### config.mk
export PLATFORM = sky130hd
export DESIGN_NAME = control_sequencer_flat
export DESIGN_NICKNAME = d
export VERILOG_FILES = /design/src/rtl/control_sequencer_if.sv /design/src/rtl/control_sequencer.sv /design/src/flat_wrapper.sv
export SDC_FILE = /design/constraint.sdc
export NUM_CORES = 1
export LEC_CHECK = 0
export ABC_AREA = 1
export CAP_MARGIN = 20
export CELL_PAD_IN_SITES_DETAIL_PLACEMENT = 1
export CELL_PAD_IN_SITES_GLOBAL_PLACEMENT = 2
export CORE_AREA = 5 5 107 109
export CTS_CLUSTER_DIAMETER = 80
export DETAILED_ROUTE_END_ITERATION = 8
export DIE_AREA = 0 0 112 114
export GPL_TIMING_DRIVEN = 0
export HOLD_SLACK_MARGIN = 0.02
export PLACE_DENSITY = 0.79
export SYNTH_ARGS = -nofsm -noshare
export SYNTH_HDL_FRONTEND = slang
export SYNTH_SLANG_ARGS = --single-unit
export TNS_END_PERCENT = 50
### constraint.sdc
create_clock -name clk -period 1.65 [get_ports clk]
set_clock_uncertainty 0.05 [all_clocks]
set_input_delay 0.2475 -clock clk [delete_from_list [all_inputs] [get_ports clk]]
set_output_delay 0.2475 -clock clk [all_outputs]
set_load 0.02 [all_outputs]
### src/rtl/control_sequencer_if.sv
// Control/status bundle between the control sequencer and the single-bus datapath.
// The master side is the sequencer; the slave side is the datapath and instruction memory.
interface control_sequencer_if #(
  parameter int CNT_W = 16
);
  logic             run;
  logic [31:0]      ir_in;
  logic             mem_ready;
  logic [4:0]       select;
  logic [15:0]      enable;
  logic             PC_enable;
  logic             MAR_enable;
  logic             IR_enable;
  logic             RY_enable;
  logic             Z_enable;
  logic             HI_enable;
  logic             LO_enable;
  logic             mdr_in;
  logic             mdr_select;
  logic             muxy_select;
  logic [4:0]       opcode;
  logic             mem_read;
  logic             halted;
  logic             fault;
  logic [CNT_W-1:0] retired;

  modport master (
    input  run, ir_in, mem_ready,
    output select, enable, PC_enable, MAR_enable, IR_enable, RY_enable, Z_enable,
           HI_enable, LO_enable, mdr_in, mdr_select, muxy_select, opcode, mem_read,
           halted, fault, retired
  );

  modport slave (
    output run, ir_in, mem_ready,
    input  select, enable, PC_enable, MAR_enable, IR_enable, RY_enable, Z_enable,
           HI_enable, LO_enable, mdr_in, mdr_select, muxy_select, opcode, mem_read,
           halted, fault, retired
  );
endinterface

### src/rtl/control_sequencer.sv
// Moore FSM sequencing fetch, decode, execute and write-back of register-format
// ALU instructions on a single-bus datapath; halts on illegal ops, faults on memory timeout.
module control_sequencer #(
  parameter int MEM_TIMEOUT = 16,
  parameter int CNT_W       = 16
) (
  input  logic                clk,
  input  logic                clear,
  control_sequencer_if.master bus
);

  localparam logic [3:0] S_IDLE     = 4'd0;
  localparam logic [3:0] S_FETCH0   = 4'd1;
  localparam logic [3:0] S_FETCH1   = 4'd2;
  localparam logic [3:0] S_MWAIT    = 4'd3;
  localparam logic [3:0] S_MLATCH   = 4'd4;
  localparam logic [3:0] S_DECODE   = 4'd5;
  localparam logic [3:0] S_CLASSIFY = 4'd6;
  localparam logic [3:0] S_EX_A     = 4'd7;
  localparam logic [3:0] S_EX_B     = 4'd8;
  localparam logic [3:0] S_WB_LO    = 4'd9;
  localparam logic [3:0] S_WB_HI    = 4'd10;
  localparam logic [3:0] S_HALT     = 4'd11;
  localparam logic [3:0] S_FAULT    = 4'd12;

  localparam logic [4:0] SEL_ZHI  = 5'd18;
  localparam logic [4:0] SEL_ZLO  = 5'd19;
  localparam logic [4:0] SEL_PC   = 5'd20;
  localparam logic [4:0] SEL_MDR  = 5'd21;
  localparam logic [4:0] OP_INCPC = 5'h1E;
  localparam logic [7:0] TMO_LIM  = 8'(MEM_TIMEOUT);

  logic [3:0]       state_q;
  logic [3:0]       state_nx;
  logic [7:0]       tmo_q;
  logic [7:0]       tmo_inc;
  logic [CNT_W-1:0] retired_q;
  logic [4:0]       op;
  logic [3:0]       ra;
  logic [3:0]       rb;
  logic [3:0]       rc;
  logic             illegal;
  logic             unary;
  logic             hilo;
  logic             retire;

  assign op      = bus.ir_in[31:27];
  assign ra      = bus.ir_in[26:23];
  assign rb      = bus.ir_in[22:19];
  assign rc      = bus.ir_in[18:15];
  assign illegal = op[4];
  assign unary   = (op == 5'h0E) || (op == 5'h0F);
  assign hilo    = (op == 5'h0C) || (op == 5'h0D);
  assign tmo_inc = tmo_q + 8'd1;
  // Final write-back cycle: WB_HI for mul/div, WB_LO for everything writing Ra.
  assign retire  = ((state_q == S_WB_LO) && !hilo) || (state_q == S_WB_HI);

  always_comb begin
    state_nx = state_q;
    case (state_q)
      S_IDLE:     if (bus.run) state_nx = S_FETCH0;
      S_FETCH0:   state_nx = S_FETCH1;
      S_FETCH1:   state_nx = S_MWAIT;
      S_MWAIT: begin
        if (bus.mem_ready)          state_nx = S_MLATCH;
        else if (tmo_inc == TMO_LIM) state_nx = S_FAULT;
      end
      S_MLATCH:   state_nx = S_DECODE;
      S_DECODE:   state_nx = S_CLASSIFY;
      S_CLASSIFY: state_nx = illegal ? S_HALT : (unary ? S_EX_B : S_EX_A);
      S_EX_A:     state_nx = S_EX_B;
      S_EX_B:     state_nx = S_WB_LO;
      S_WB_LO:    state_nx = hilo ? S_WB_HI : (bus.run ? S_FETCH0 : S_IDLE);
      S_WB_HI:    state_nx = bus.run ? S_FETCH0 : S_IDLE;
      S_HALT:     state_nx = S_HALT;
      S_FAULT:    state_nx = S_FAULT;
      default:    state_nx = S_IDLE;
    endcase
  end

  always_ff @(posedge clk) begin
    if (clear) begin
      state_q   <= S_IDLE;
      tmo_q     <= '0;
      retired_q <= '0;
    end else begin
      state_q <= state_nx;
      if (state_q == S_FETCH1)
        tmo_q <= '0;
      else if ((state_q == S_MWAIT) && !bus.mem_ready)
        tmo_q <= tmo_inc;
      if (retire)
        retired_q <= retired_q + CNT_W'(1);
    end
  end

  assign bus.retired = retired_q;

  // Moore decode: a function of state_q and the already-latched IR only.
  always_comb begin
    bus.select      = '0;
    bus.enable      = '0;
    bus.PC_enable   = 1'b0;
    bus.MAR_enable  = 1'b0;
    bus.IR_enable   = 1'b0;
    bus.RY_enable   = 1'b0;
    bus.Z_enable    = 1'b0;
    bus.HI_enable   = 1'b0;
    bus.LO_enable   = 1'b0;
    bus.mdr_in      = 1'b0;
    bus.mdr_select  = 1'b0;
    bus.muxy_select = 1'b0;
    bus.opcode      = '0;
    bus.mem_read    = 1'b0;
    bus.halted      = 1'b0;
    bus.fault       = 1'b0;
    case (state_q)
      S_FETCH0: begin
        bus.select     = SEL_PC;
        bus.MAR_enable = 1'b1;
        bus.opcode     = OP_INCPC;
        bus.Z_enable   = 1'b1;
      end
      S_FETCH1: begin
        bus.select    = SEL_ZLO;
        bus.PC_enable = 1'b1;
        bus.mem_read  = 1'b1;
      end
      S_MWAIT:  bus.mem_read = 1'b1;
      S_MLATCH: begin
        bus.mem_read   = 1'b1;
        bus.mdr_select = 1'b1;
        bus.mdr_in     = 1'b1;
      end
      S_DECODE: begin
        bus.select    = SEL_MDR;
        bus.IR_enable = 1'b1;
      end
      S_EX_A: begin
        bus.select    = {1'b0, rb};
        bus.RY_enable = 1'b1;
      end
      S_EX_B: begin
        bus.select   = unary ? {1'b0, rb} : {1'b0, rc};
        bus.opcode   = op;
        bus.Z_enable = 1'b1;
      end
      S_WB_LO: begin
        bus.select = SEL_ZLO;
        if (hilo) bus.LO_enable = 1'b1;
        else      bus.enable    = 16'd1 << ra;
      end
      S_WB_HI: begin
        bus.select    = SEL_ZHI;
        bus.HI_enable = 1'b1;
      end
      S_HALT:  bus.halted = 1'b1;
      S_FAULT: begin
        bus.halted = 1'b1;
        bus.fault  = 1'b1;
      end
      default: ;
    endcase
  end

endmodule

### src/flat_wrapper.sv
// flat-port wrapper written by rule: the top's interface ports become plain ports
module control_sequencer_flat 
#(
  parameter int MEM_TIMEOUT = 16,
  parameter int CNT_W       = 16
)
  (clk, clear, bus_run, bus_ir_in, bus_mem_ready, bus_select, bus_enable, bus_PC_enable, bus_MAR_enable, bus_IR_enable, bus_RY_enable, bus_Z_enable, bus_HI_enable, bus_LO_enable, bus_mdr_in, bus_mdr_select, bus_muxy_select, bus_opcode, bus_mem_read, bus_halted, bus_fault, bus_retired);
  control_sequencer_if #(.CNT_W(CNT_W)) bus_i ();
  input  logic clk;
  input  logic clear;
  input wire logic [$bits(bus_i.run)-1:0] bus_run;
  input wire logic [$bits(bus_i.ir_in)-1:0] bus_ir_in;
  input wire logic [$bits(bus_i.mem_ready)-1:0] bus_mem_ready;
  output wire logic [$bits(bus_i.select)-1:0] bus_select;
  output wire logic [$bits(bus_i.enable)-1:0] bus_enable;
  output wire logic [$bits(bus_i.PC_enable)-1:0] bus_PC_enable;
  output wire logic [$bits(bus_i.MAR_enable)-1:0] bus_MAR_enable;
  output wire logic [$bits(bus_i.IR_enable)-1:0] bus_IR_enable;
  output wire logic [$bits(bus_i.RY_enable)-1:0] bus_RY_enable;
  output wire logic [$bits(bus_i.Z_enable)-1:0] bus_Z_enable;
  output wire logic [$bits(bus_i.HI_enable)-1:0] bus_HI_enable;
  output wire logic [$bits(bus_i.LO_enable)-1:0] bus_LO_enable;
  output wire logic [$bits(bus_i.mdr_in)-1:0] bus_mdr_in;
  output wire logic [$bits(bus_i.mdr_select)-1:0] bus_mdr_select;
  output wire logic [$bits(bus_i.muxy_select)-1:0] bus_muxy_select;
  output wire logic [$bits(bus_i.opcode)-1:0] bus_opcode;
  output wire logic [$bits(bus_i.mem_read)-1:0] bus_mem_read;
  output wire logic [$bits(bus_i.halted)-1:0] bus_halted;
  output wire logic [$bits(bus_i.fault)-1:0] bus_fault;
  output wire logic [$bits(bus_i.retired)-1:0] bus_retired;
  assign bus_i.run = bus_run;
  assign bus_i.ir_in = bus_ir_in;
  assign bus_i.mem_ready = bus_mem_ready;
  assign bus_select = bus_i.select;
  assign bus_enable = bus_i.enable;
  assign bus_PC_enable = bus_i.PC_enable;
  assign bus_MAR_enable = bus_i.MAR_enable;
  assign bus_IR_enable = bus_i.IR_enable;
  assign bus_RY_enable = bus_i.RY_enable;
  assign bus_Z_enable = bus_i.Z_enable;
  assign bus_HI_enable = bus_i.HI_enable;
  assign bus_LO_enable = bus_i.LO_enable;
  assign bus_mdr_in = bus_i.mdr_in;
  assign bus_mdr_select = bus_i.mdr_select;
  assign bus_muxy_select = bus_i.muxy_select;
  assign bus_opcode = bus_i.opcode;
  assign bus_mem_read = bus_i.mem_read;
  assign bus_halted = bus_i.halted;
  assign bus_fault = bus_i.fault;
  assign bus_retired = bus_i.retired;
  control_sequencer #(.MEM_TIMEOUT(MEM_TIMEOUT), .CNT_W(CNT_W)) u_core (.clk(clk), .clear(clear), .bus(bus_i));
endmodule
# Word-level counts from Yosys, hierarchy flattened
# Index checks and enable logic that the tools add are counted.
# op_classes
n_addsub	2
eq_ne	19
n_shift	1
muxes	25
n_reduce_logical	14
# op_table
cell	n
one-hot mux 4 bit (13 select lines)	1
two-way mux 16 bit	2
one-hot mux 5 bit (6 select lines)	1
two-way mux 4 bit	7
equality test 4 bit (second input constant)	5
equality test 5 x 4 -> 1 bit (second input constant)	4
adder 16 x 1 -> 16 bit (second input constant)	1
equality test 4 x 3 -> 1 bit (second input constant)	4
left shift 1 x 4 -> 16 bit (first input constant)	1
two-way mux 1 bit	13
one-hot mux 5 bit (2 select lines)	1
adder 8 x 1 -> 8 bit (second input constant)	1
equality test 4 x 2 -> 1 bit (second input constant)	2
equality test 8 x 5 -> 1 bit (second input constant)	1
OR reduction 2 bit	4
equality test 4 x 1 -> 1 bit (second input constant)	1
zero test 4 bit	1
logical OR 1 bit	3
!= test 3 x 2 -> 1 bit (second input constant)	1
OR reduction 3 bit	1
logical AND 1 bit	2
zero test 1 bit	2
!= test 2 bit (second input constant)	1
AND reduction 2 bit	1
# totals
regBits	28
input_bits	36
output_inout_bits	55
word_cells	64

# Longest topological paths before layout
# Gate-level depths: netlist (run 1).
# logic_depth
word_depth	5
depth_mapped	12

# Least setup slack after synthesis (run 1)
# No wires, ideal clock.
# synth_timing
path_kind	flip-flop to output port
startpoint	reg u_core.state_q[3]
endpoint	out bus_enable[0]
t_arrival_ps	1382
t_required_ps	1352
setup_slack_ps	-30
path_stages_with_launch	7
n_path_buf	1
path_cell_list	dfxtp_1 > nand2_4 > nor2_4 > nand2_4 > or2_1 > buf_2 > nor2_1
# synth_between
elab_chain_len	2
# synth_lines
item	line_no	text
from (decl)	control_sequencer.sv:33	logic [3:0] state_q;
from (signal assigned)	control_sequencer.sv:87	state_q <= state_nx;
equality test 4 bit	control_sequencer.sv:117	case (state_q)
two-way mux 16 bit	control_sequencer.sv:117	
to (decl)	flat_wrapper.sv:15	output wire logic [$bits(bus_i.enable)-1:0] bus_enable;
# No other way between the ends.

# Final worst setup path (run 1)
# layout_timing
startpoint	reg u_core.state_q[2]
endpoint	out bus_enable[3]
# Same word-level chain as after synthesis.

==> out/qor.yml, run 1 <==
yosys:
  syn_nets: 378
  ys_seq_area_share_pct: 27.5
  ys_seq_elements: 28
  async_flop_share_pct: 0
  synth-edff-count: 0
  synth_top_cell_by_area: "dfxtp_1"
  synth.avg_cell_area_um2: 6.01
  syn_inst: 339
  yosysWarnings: 0
  synth-main-ff-cell: "dfxtp_1"
  yosysTopAreaCellShare_pct: 27.5
  synth_area_leaders: "dfxtp_1, nand2_1, nor2_1"
  synthDistinctLibCells: 32
  synth_area_mm2: 0.00204
sta:
  max_freq_ghz: 0.529
  maxSlewHeadroom_pct: 63.2
  finalHoldWorstSlack_ns: 0.382
  final_max_slew_viol_count: 0
  period_share_pct: 115
  timing_hold_violations_final: 0
  fin_ws_ns: -0.240
  fin_crit_ns: 1.89
  finalSetupTns_ns: -4.27
  tightest_slew_ns: 0.552
  rsz0062_at_grt: "yes"
  finalSetupViolations: 32
placed_design:
  place_hpwl_um: 5740
  gp_congestion: 0.805
  portBuffers: 73
  dp_cells: 552
die:
  die_w_um: 112
  start_util_pct: 19.4
  core-area_mm2: 0.0105
  dieHeight_um: 114
  ioPinCount: 91
  fp.dieArea_mm2: 0.0128
  std_cell_rows: 38
cells_and_area:
  nNetsFinal: 476
  fillers: 1312
  fin_util_pct: 32.7
  synthToLayoutAreaGrowth_pct: 68.6
  diodes: 0
  layout-drive-gt1-share_pct: 37.9
  stdcell_count: 575
  ff_latch_area_um2: 588
  multiInputGateArea_mm2: 0.00150
drt:
  wl_um: 7780
  ant_nets: 0
  drt-initial-drc-count: 114
  post_drt_wl_per_cell_um: 13.5
  vias: 2466
  drc: 0
  dr.pass1.iters: 6
  viasPerCell: 4.29
setup_path:
  worstPathArrival_ns: 1.59
  critical_path.cell_chain: "inv_6 -> nand2_8 -> nor2_4 -> nand2_4 -> or2_4 -> nor2_1 -> buf_4"
  slowest_delay_ns: 0.37
  end_kind: "output port"
  path_class: "register to output port"
  start_kind: "register"
  slowest_stage: "dfxtp_4"
  critPathTopFamily: "simple AND/OR/NAND/NOR gates"
  path_buf_inv: 2
  required_ns: 1.35
  crit_fanout: 8
global_routing:
  grt_pass1_wl_um: 12800
  antenna_found_initial: 0
  grt_overflow_total: 0
  grt_pass1_vias: 2576
  grt_usage_pct: 11.8
  grt_start_max_net_pins: 15
cts:
  clockBufferDepth: 2
  insertion_delay_ns: 0.27
  cts-root-buf: "clkbuf_8"
  clkSlewWorstSetupHoldPaths_ns: 0.09
  clock-sinks: 28
  cts_tree: "done"
  ctsHtreeMaxLevel: 1
  hold_buffers: 0
  cts_buffers: 3
outcome:
  outcome: "finished with violations"
  violations: "negative setup slack"
run:
  maxCapViolCount: 0
power_and_ir_drop:
  leakage_uw: 0.00163
  vdd_drop_max_mv: 0.308
  power_density_mw_per_mm2: 744
worst_hold_path:
  timing.hold.worst.class: "input pin to register"
-- per-layer routing --
| metal | GRT usage (%) | part of all wire [%] | vias up |
|---|---|---|---|
| li1 | - | - | 1273 |
| met5 | 0 | 0 | - |
| met2 | 20.5 | 49 | 60 |
| met1 | 15.7 | 46 | 1129 |
| met4 | 2.40 | 0.84 | 0 |
| met3 | 1.59 | 4.0 | 4 |
-- per-stage QoR --
stage | area [um2] | total power [uW] | worst slack (ns)
2_1_floorplan | 2040 | 1390 | -0.0297
3_3_place_gp | 2940 | 1860 | -0.801
3_5_place_dp | 2940 | 1880 | -0.820
4_1_cts | 3090 | 2280 | -0.272
5_1_grt | 3440 | 2740 | -0.316
6_report | 3440 | 2560 | -0.240
-- repair_timing --
action	in CTS	in global routing
pin swaps	9	21
buffers inserted	8	12
cloned	0	1
gates resized for setup	221	110
endpoints found under the setup margin	50	57
-- placed cells by master, fill, tap and decap left out, types with 7 or more instances in the layout --
master,Yosys,final
nand2_4,3,9
clkdlybuf4s50_1,0,20
buf_4,2,37
dfxtp_1,28,18
nand3_1,27,24
dlymetal6s2s_1,0,7
o21ai_0,24,17
nor3_1,11,8
nand2_1,71,56
buf_6,2,19
inv_1,52,40
nor2_1,58,27
inv_2,5,13
o21ai_1,1,8
a21oi_1,20,20
nor2_2,3,23
nand2_2,0,9
nor2_4,3,14
dlygate4sd2_1,0,8
-- synth_stat cells, types with 5 or more instances --
master,n
nand3_1,27
nor2_1,58
nor3_1,11
nand4_1,6
dfxtp_1,28
o21ai_0,24
inv_2,5
a21oi_1,20
inv_1,52
nand2_1,71
-- where the power goes --
| group | switching [uW] | leakage, uW | internal [uW] | total, uW |
|---|---|---|---|---|
| Clock | 203 | 0.0000216 | 164 | 367 |
| Combinational | 816 | 0.00138 | 573 | 1390 |
| Sequential | 73.8 | 0.000233 | 727 | 800 |
| Total | 1090 | 0.00163 | 1460 | 2560 |
-- area by class of cell --
cell class                      instances  share of cell area [%]
Inverter                               58                    6.84
Sequential cell                        28                    17.1
Multi-Input combinational cell        247                    43.6
Clock buffer                            3                    1.20
Buffer                                  6                    1.31
Timing Repair Buffer                   93                    24.9
Tap cell                              140                    5.10
-- logic make-up (layout without fill, tap and decap cells) --
group / count (synthesis) / after routing / share of synthesized area [%]
AOI/OAI and AO/OA: 49 / 49 / 12.5
DFF: 28 / 28 / 27.5
adders and majority gates: 3 / 3 / 1.84
buffers and inverters: 65 / 160 / 13.4
and+or+nand+nor: 191 / 192 / 43.8
xor gates and xnor gates: 2 / 2 / 0.860
other: 1 / 1 / 0.184
-- registers in the layout, summed over array words and instances, names as in the netlist --
signal              count
u_core.state_q          4
u_core.bus.retired     16
u_core.tmo_q            8
-- worst paths after layout --
check	slack, ns	cells after the start	from	endpoint
min	0.38	2	clear	u_core.state_q[3]
min reg2reg	0.43	1	u_core.bus.retired[0]	u_core.bus.retired[0]
max	-0.24	7	u_core.state_q[2]	bus_enable[3]
max reg2reg	0.08	10	u_core.state_q[2]	u_core.bus.retired[5]
Power figures use the tool's default switching activity.
==> run 2: changes to the inputs <==
--- a/config.mk
+++ b/config.mk
@@ -9,13 +9,14 @@
 export CAP_MARGIN = 20
 export CELL_PAD_IN_SITES_DETAIL_PLACEMENT = 1
 export CELL_PAD_IN_SITES_GLOBAL_PLACEMENT = 2
-export CORE_AREA = 5 5 107 109
+export CORE_AREA = 3 3 105 107
 export CTS_CLUSTER_DIAMETER = 80
 export DETAILED_ROUTE_END_ITERATION = 8
-export DIE_AREA = 0 0 112 114
+export DIE_AREA = 0 0 108 110
 export GPL_TIMING_DRIVEN = 0
 export HOLD_SLACK_MARGIN = 0.02
 export PLACE_DENSITY = 0.79
+export SLEW_MARGIN = 20
 export SYNTH_ARGS = -nofsm -noshare
 export SYNTH_HDL_FRONTEND = slang
 export SYNTH_SLANG_ARGS = --single-unit
==> out/qor.yml, run 2 (synthesized netlist as in run 1, its figures left out) <==
global_routing:
  grt_overflow_total: 0  # unchanged
  grt_start_max_net_pins: 17  # was 15
  grt_pass1_vias: 2531  # was 2576
  grt_pass1_wl_um: 11900  # was 12800 um
  grt_usage_pct: 12.1  # was 11.8%
  antenna_found_initial: 0  # unchanged
sta:
  fin_ws_ns: -0.267  # was -0.240 ns
  tightest_slew_ns: 0.711  # was 0.552 ns
  period_share_pct: 116  # was 115%
  max_freq_ghz: 0.522  # was 0.529 GHz
  fin_crit_ns: 1.92  # was 1.89 ns
  maxSlewHeadroom_pct: 52.6  # was 63.2%
  rsz0062_at_grt: "yes"  # unchanged
  timing_hold_violations_final: 0  # unchanged
  final_max_slew_viol_count: 0  # unchanged
  finalSetupViolations: 33  # was 32
power_and_ir_drop:
  total_power_uw: 2820  # was 2560 uW
  leakage_uw: 0.00168  # was 0.00163 uW
  power_density_mw_per_mm2: 798  # was 744 mW/mm2
  vdd_drop_max_mv: 0.399  # was 0.308 mV
setup_path:
  critical_path.cell_chain: "buf_12 -> nand2_8 -> nor2_4 -> nand2_4 -> or2_4 -> nor2_1 -> buf_4"  # was inv_6 -> nand2_8 -> nor2_4 -> nand2_4 -> or2_4 -> nor2_1 -> buf_4
  cp-endpoint: "bus_enable[0]"  # was bus_enable[3]
  slowest_delay_ns: 0.40  # was 0.37 ns
  r2r_cells: 11  # was 10
  required_ns: 1.35  # about the same
  reg2reg_setup_slack_ns: -0.01  # was 0.08 ns
  r2r-end: "u_core.bus.retired[5]"  # unchanged
  start_kind: "register"  # unchanged
  slowest_stage: "dfxtp_4"  # unchanged
  worstPathArrival_ns: 1.62  # was 1.59 ns
  startpoint: "u_core.state_q[3]"  # was u_core.state_q[2]
  path_class: "register to output port"  # unchanged
  crit_fanout: 8  # unchanged
  timing.rr.start: "u_core.state_q[3]"  # was u_core.state_q[2]
  end_kind: "output port"  # unchanged
drt:
  wl_met2_um: 3590  # was 3830 um
  viasPerCell: 4.42  # was 4.29
  wl_met3_um: 328  # was 312 um
  ant_nets: 0  # unchanged
  drt-initial-drc-count: 69  # was 114
  drc: 0  # unchanged
  post_drt_wl_per_cell_um: 13.2  # was 13.5 um
  vias: 2533  # was 2466
  wl_um: 7550  # was 7780 um
  wl_met1_um: 3510  # was 3570 um
  top_layer: "met4"  # unchanged
  dr.pass1.iters: 4  # was 6
placed_design:
  portBuffers: 73  # unchanged
  pre_cts_slack_ns: -0.810  # was -0.820 ns
  place_hpwl_um: 5620  # was 5740 um
  place_area_mm2: 0.00294  # about the same
  gp_congestion: 0.776  # was 0.805
outcome:
  outcome: "finished with violations"  # unchanged
  violations: "negative setup slack"  # unchanged
cts:
  cts_buffers: 3  # unchanged
  clock-sinks: 28  # unchanged
  clkSlewWorstSetupHoldPaths_ns: 0.11  # was 0.09 ns
  hold_buffers: 0  # unchanged
  cts_tree: "done"  # unchanged
  ctsHtreeMaxLevel: 1  # unchanged
  insertion_delay_ns: 0.28  # was 0.27 ns
  cts-root-buf: "clkbuf_8"  # unchanged
  clockBufferDepth: 2  # unchanged
cells_and_area:
  largest_reg_flops: 16  # unchanged
  fin_area_mm2: 0.00353  # was 0.00344 mm2
  nNetsFinal: 477  # was 476
  final_common_cell: "nand2_1"  # unchanged
  layout-drive-gt1-share_pct: 36.4  # was 37.9%
  diodes: 0  # unchanged
  final_cell_mix: "nand2_1, inv_1, nor2_1, buf_6"  # was nand2_1, inv_1, buf_4, nor2_1, nand3_1
  synthToLayoutAreaGrowth_pct: 73.0  # was 68.6%
die:
  ioPinCount: 91  # unchanged
  dieHeight_um: 110  # was 114 um
  core-area_mm2: 0.0102  # was 0.0105 mm2
  fp.dieArea_mm2: 0.0119  # was 0.0128 mm2
  std_cell_rows: 37  # was 38
  die_w_um: 108  # was 112 um
  start_util_pct: 19.9  # was 19.4%
worst_hold_path:
  timing.hold.worst.class: "input pin to register"  # unchanged
run:
  maxCapViolCount: 0  # unchanged
==> run 2: cell count changes in the layout (fill, tap and decap cells not counted), sizes merged <==
cell,change
buf,+4
bufinv,+1
clkbuf,-1
clkdlybuf4s15,-1
clkdlybuf4s50,-2
dlygate4sd2,+3
dlymetal6s2s,-1
nand2,-1
==> run 2: metal layers <==
layer	vias to the layer above	GRT usage, %
met5	-	0
met4	0	3.07
met3	8	1.34
met2	68	21.5
met1	1179	15.7
li1	1278	-
==> run 2: layout make-up <==
class | instances | area, um2
buffer | 6 | 48.8
clock buffer | 3 | 41.3
clock inverter | 1 | 30.0
fill | 1276 | 6710
inverter | 58 | 233
multi-input combinational | 246 | 1510
sequential | 28 | 587
tap | 136 | 170
timing repair buffer | 95 | 911
==> run 2: worst min-delay path by stage <==
stage | start | endpoint | slack [ns] | cells after the start
final | clear | u_core.bus.retired[8] | 0.42 | 2
after global routing | clear | u_core.bus.retired[8] | 0.44 | 2
after CTS | clear | u_core.bus.retired[8] | 0.39 | 2
after detailed placement | u_core.bus.retired[4] | u_core.bus.retired[4] | 0.43 | 2
after global placement | u_core.bus.retired[4] | u_core.bus.retired[4] | 0.43 | 2
after floorplan | bus_run | u_core.state_q[0] | 0.34 | 2
==> run 2: repair_timing <==
item                                    in CTS  in global routing
pin swaps                                   13                 17
endpoints found under the setup margin      54                 60
resized for setup                          242                 97
buffers inserted                            10                 14
==> run 2: worst max-delay path, delay by kind of cell, from the launching register on <==
kind,cells,cell delay (ns)
flip-flops,1,0.40
buffers and inverters,2,0.26
AND/OR/NAND/NOR,5,0.69
==> run 2: through the flow <==
stage	util, %	hold slack, ns	cells	TNS [ns]
2_1_floorplan	-	0.343	339	-0.238
3_3_place_gp	28.7	0.431	548	-20.43
3_5_place_dp	28.7	0.434	548	-21.29
6_report	34.5	0.424	573	-5.06
5_1_grt	34.5	0.444	573	-8.45
4_1_cts	30.9	0.389	561	-3.93
==> run 2: power breakdown <==
| group | switching [uW] | internal (uW) | total [uW] |
|---|---|---|---|
| sequential | 71.6 | 727 | 798 |
| clock | 236 | 325 | 561 |
| combinational | 820 | 637 | 1460 |
| total | 1130 | 1690 | 2820 |
==> run 3: changes to the inputs <==
--- a/config.mk
+++ b/config.mk
@@ -9,15 +9,15 @@
 export CAP_MARGIN = 20
 export CELL_PAD_IN_SITES_DETAIL_PLACEMENT = 1
 export CELL_PAD_IN_SITES_GLOBAL_PLACEMENT = 2
-export CORE_AREA = 3 3 105 107
+export CORE_AREA = 3 3 97 117
 export CTS_CLUSTER_DIAMETER = 80
 export DETAILED_ROUTE_END_ITERATION = 8
-export DIE_AREA = 0 0 108 110
+export DIE_AREA = 0 0 100 120
 export GPL_TIMING_DRIVEN = 0
 export HOLD_SLACK_MARGIN = 0.02
-export PLACE_DENSITY = 0.79
+export PLACE_DENSITY = 0.78
 export SLEW_MARGIN = 20
 export SYNTH_ARGS = -nofsm -noshare
 export SYNTH_HDL_FRONTEND = slang
 export SYNTH_SLANG_ARGS = --single-unit
-export TNS_END_PERCENT = 50
+export TNS_END_PERCENT = 5
==> out/qor.yml, run 3 (synthesized netlist as in run 1, its figures left out) <==
outcome:
  outcome: "finished with violations"  # unchanged
  violations: "negative setup slack"  # unchanged
setup_path:
  path_class: "register to output port"  # unchanged
  reg2reg_setup_slack_ns: 0.11  # was -0.01 ns
  start_kind: "register"  # unchanged
  crit_fanout: 8  # unchanged
  timing.rr.start: "u_core.state_q[1]"  # was u_core.state_q[3]
  required_ns: 1.35  # about the same
  r2r_cells: 9  # was 11
  end_kind: "output port"  # unchanged
  worstPathArrival_ns: 1.59  # was 1.62 ns
  r2r-end: "u_core.bus.retired[13]"  # was u_core.bus.retired[5]
cts:
  cts_buffers: 3  # unchanged
  cts-root-buf: "clkbuf_16"  # was clkbuf_8
  ctsHtreeMaxLevel: 1  # unchanged
  clockBufferDepth: 2  # unchanged
  clkSlewWorstSetupHoldPaths_ns: 0.07  # was 0.11 ns
  cts_tree: "done"  # unchanged
  clock-sinks: 28  # unchanged
  insertion_delay_ns: 0.27  # was 0.28 ns
  hold_buffers: 0  # unchanged
global_routing:
  grt_pass1_vias: 2439  # was 2531
  grt-busiest-layer: "met2"  # unchanged
  grt_usage_pct: 11.3  # was 12.1%
  use_met3_pct: 1.40  # was 1.34%
  use_met1_pct: 13.9  # was 15.7%
  grt_overflow_total: 0  # unchanged
  use_met2_pct: 20.1  # was 21.5%
  grt_pass1_wl_um: 11300  # was 11900 um
  grt_start_max_net_pins: 17  # unchanged
  antenna_found_initial: 0  # unchanged
die:
  core-area_mm2: 0.0104  # was 0.0102 mm2
  fp.dieArea_mm2: 0.0120  # was 0.0119 mm2
  ioPinCount: 91  # unchanged
  start_util_pct: 19.6  # was 19.9%
  die_w_um: 100  # was 108 um
  std_cell_rows: 41  # was 37
  dieHeight_um: 120  # was 110 um
cells_and_area:
  nNetsFinal: 461  # was 477
  diodes: 0  # unchanged
  fin_area_mm2: 0.00319  # was 0.00353 mm2
  final_cell_mix: "nand2_1, inv_1, nor2_1, nand3_1, clkdlybuf4s50_1"  # was nand2_1, inv_1, nor2_1, buf_6
  synthToLayoutAreaGrowth_pct: 56.7  # was 73.0%
  layout-drive-gt1-share_pct: 29.7  # was 36.4%
  final_common_cell: "nand2_1"  # unchanged
  fin_util_pct: 30.7  # was 34.5%
  largest_reg_flops: 16  # unchanged
placed_design:
  portBuffers: 73  # unchanged
  place_area_mm2: 0.00293  # was 0.00294 mm2
  gp_congestion: 0.751  # was 0.776
  place_hpwl_um: 5460  # was 5620 um
sta:
  max_freq_ghz: 0.529  # was 0.522 GHz
  fin_ws_ns: -0.239  # was -0.267 ns
  fin_crit_ns: 1.89  # was 1.92 ns
  timing_hold_violations_final: 0  # unchanged
  rsz0062_at_grt: "yes"  # unchanged
  final_max_slew_viol_count: 0  # unchanged
  tightest_slew_ns: 0.585  # was 0.711 ns
  maxSlewHeadroom_pct: 61.0  # was 52.6%
  period_share_pct: 114  # was 116%
  finalSetupViolations: 23  # was 33
drt:
  vias: 2379  # was 2533
  viasPerCell: 4.33  # was 4.42
  wl_um: 6840  # was 7550 um
  post_drt_wl_per_cell_um: 12.4  # was 13.2 um
  ant_nets: 0  # unchanged
  drc: 0  # unchanged
  dr.pass1.iters: 4  # unchanged
  drt-initial-drc-count: 61  # was 69
power_and_ir_drop:
  power_density_mw_per_mm2: 820  # was 798 mW/mm2
  leakage_uw: 0.00149  # was 0.00168 uW
  vdd_drop_max_mv: 0.418  # was 0.399 mV
  total_power_uw: 2620  # was 2820 uW
worst_hold_path:
  whs_endpoint: "u_core.bus.retired[8]"  # unchanged
  timing.hold.worst.class: "input pin to register"  # unchanged
  whs_path_depth: 2  # unchanged
  min-delay-start: "clear"  # unchanged
run:
  maxCapViolCount: 0  # unchanged
==> run 3: worst max-delay path by stage <==
| stage | from | end | depth (start not counted) |
|---|---|---|---|
| after global routing | u_core.state_q[1] | bus_enable[7] | 7 |
| after CTS | u_core.state_q[2] | bus_enable[2] | 7 |
| after floorplan | u_core.state_q[3] | bus_enable[0] | 6 |
| final | u_core.state_q[1] | bus_enable[2] | 7 |
| after detailed placement | bus_ir_in[31] | bus_enable[4] | 8 |
| after global placement | bus_ir_in[31] | bus_enable[4] | 8 |
==> run 3: cell type report <==
| type | instances | area [um2] |
|---|---|---|
| Buffer | 6 | 48.8 |
| Clock buffer | 3 | 75.1 |
| Clock inverter | 1 | 30.0 |
| Fill cell | 1312 | 7220 |
| Inverter | 58 | 225 |
| Multi-Input combinational cell | 246 | 1390 |
| Sequential cell | 28 | 587 |
| Tap cell | 129 | 161 |
| Timing Repair Buffer | 79 | 676 |
==> run 3: critical path, stage by stage, from the launching register on <==
cell and delay [ns]:
dfxtp_4 0.37, inv_2 0.07, nand2_4 0.06, nor2_4 0.19, nand2_4 0.07, or2_4 0.32
nor2_2 0.12, buf_6 0.13
==> run 3: per-stage QoR <==
stage / std cells / TNS (ns) / hold slack (ns) / setup WS [ns]
finish: 550 / -3.75 / 0.383 / -0.239
global placement: 541 / -20.45 / 0.428 / -0.785
floorplan: 339 / -0.238 / 0.343 / -0.0297
CTS: 549 / -5.19 / 0.397 / -0.265
global route: 550 / -6.28 / 0.456 / -0.316
detailed placement: 541 / -21.52 / 0.431 / -0.820
==> run 3: per-layer routing <==
layer / vias to the layer above / part of all wire [%]
li1: 1241 / -
met1: 1066 / 44
met2: 67 / 49
met3: 5 / 5.4
met4: 0 / 1.5
met5: - / 0
==> run 3: what timing repair did <==
item                                   4_1_cts  5_1_grt
buffers inserted                             5        1
cloned                                       0        0
endpoints found under the hold margin        0        0
resized for setup                          179       81
setup endpoints to repair                   51       61
pin swaps                                    4       11
==> run 3: where the power goes <==
group          internal (uW)  switching [uW]
Combinational            400             683
Clock                    484             261
Sequential               726            65.4
Total                   1610            1010
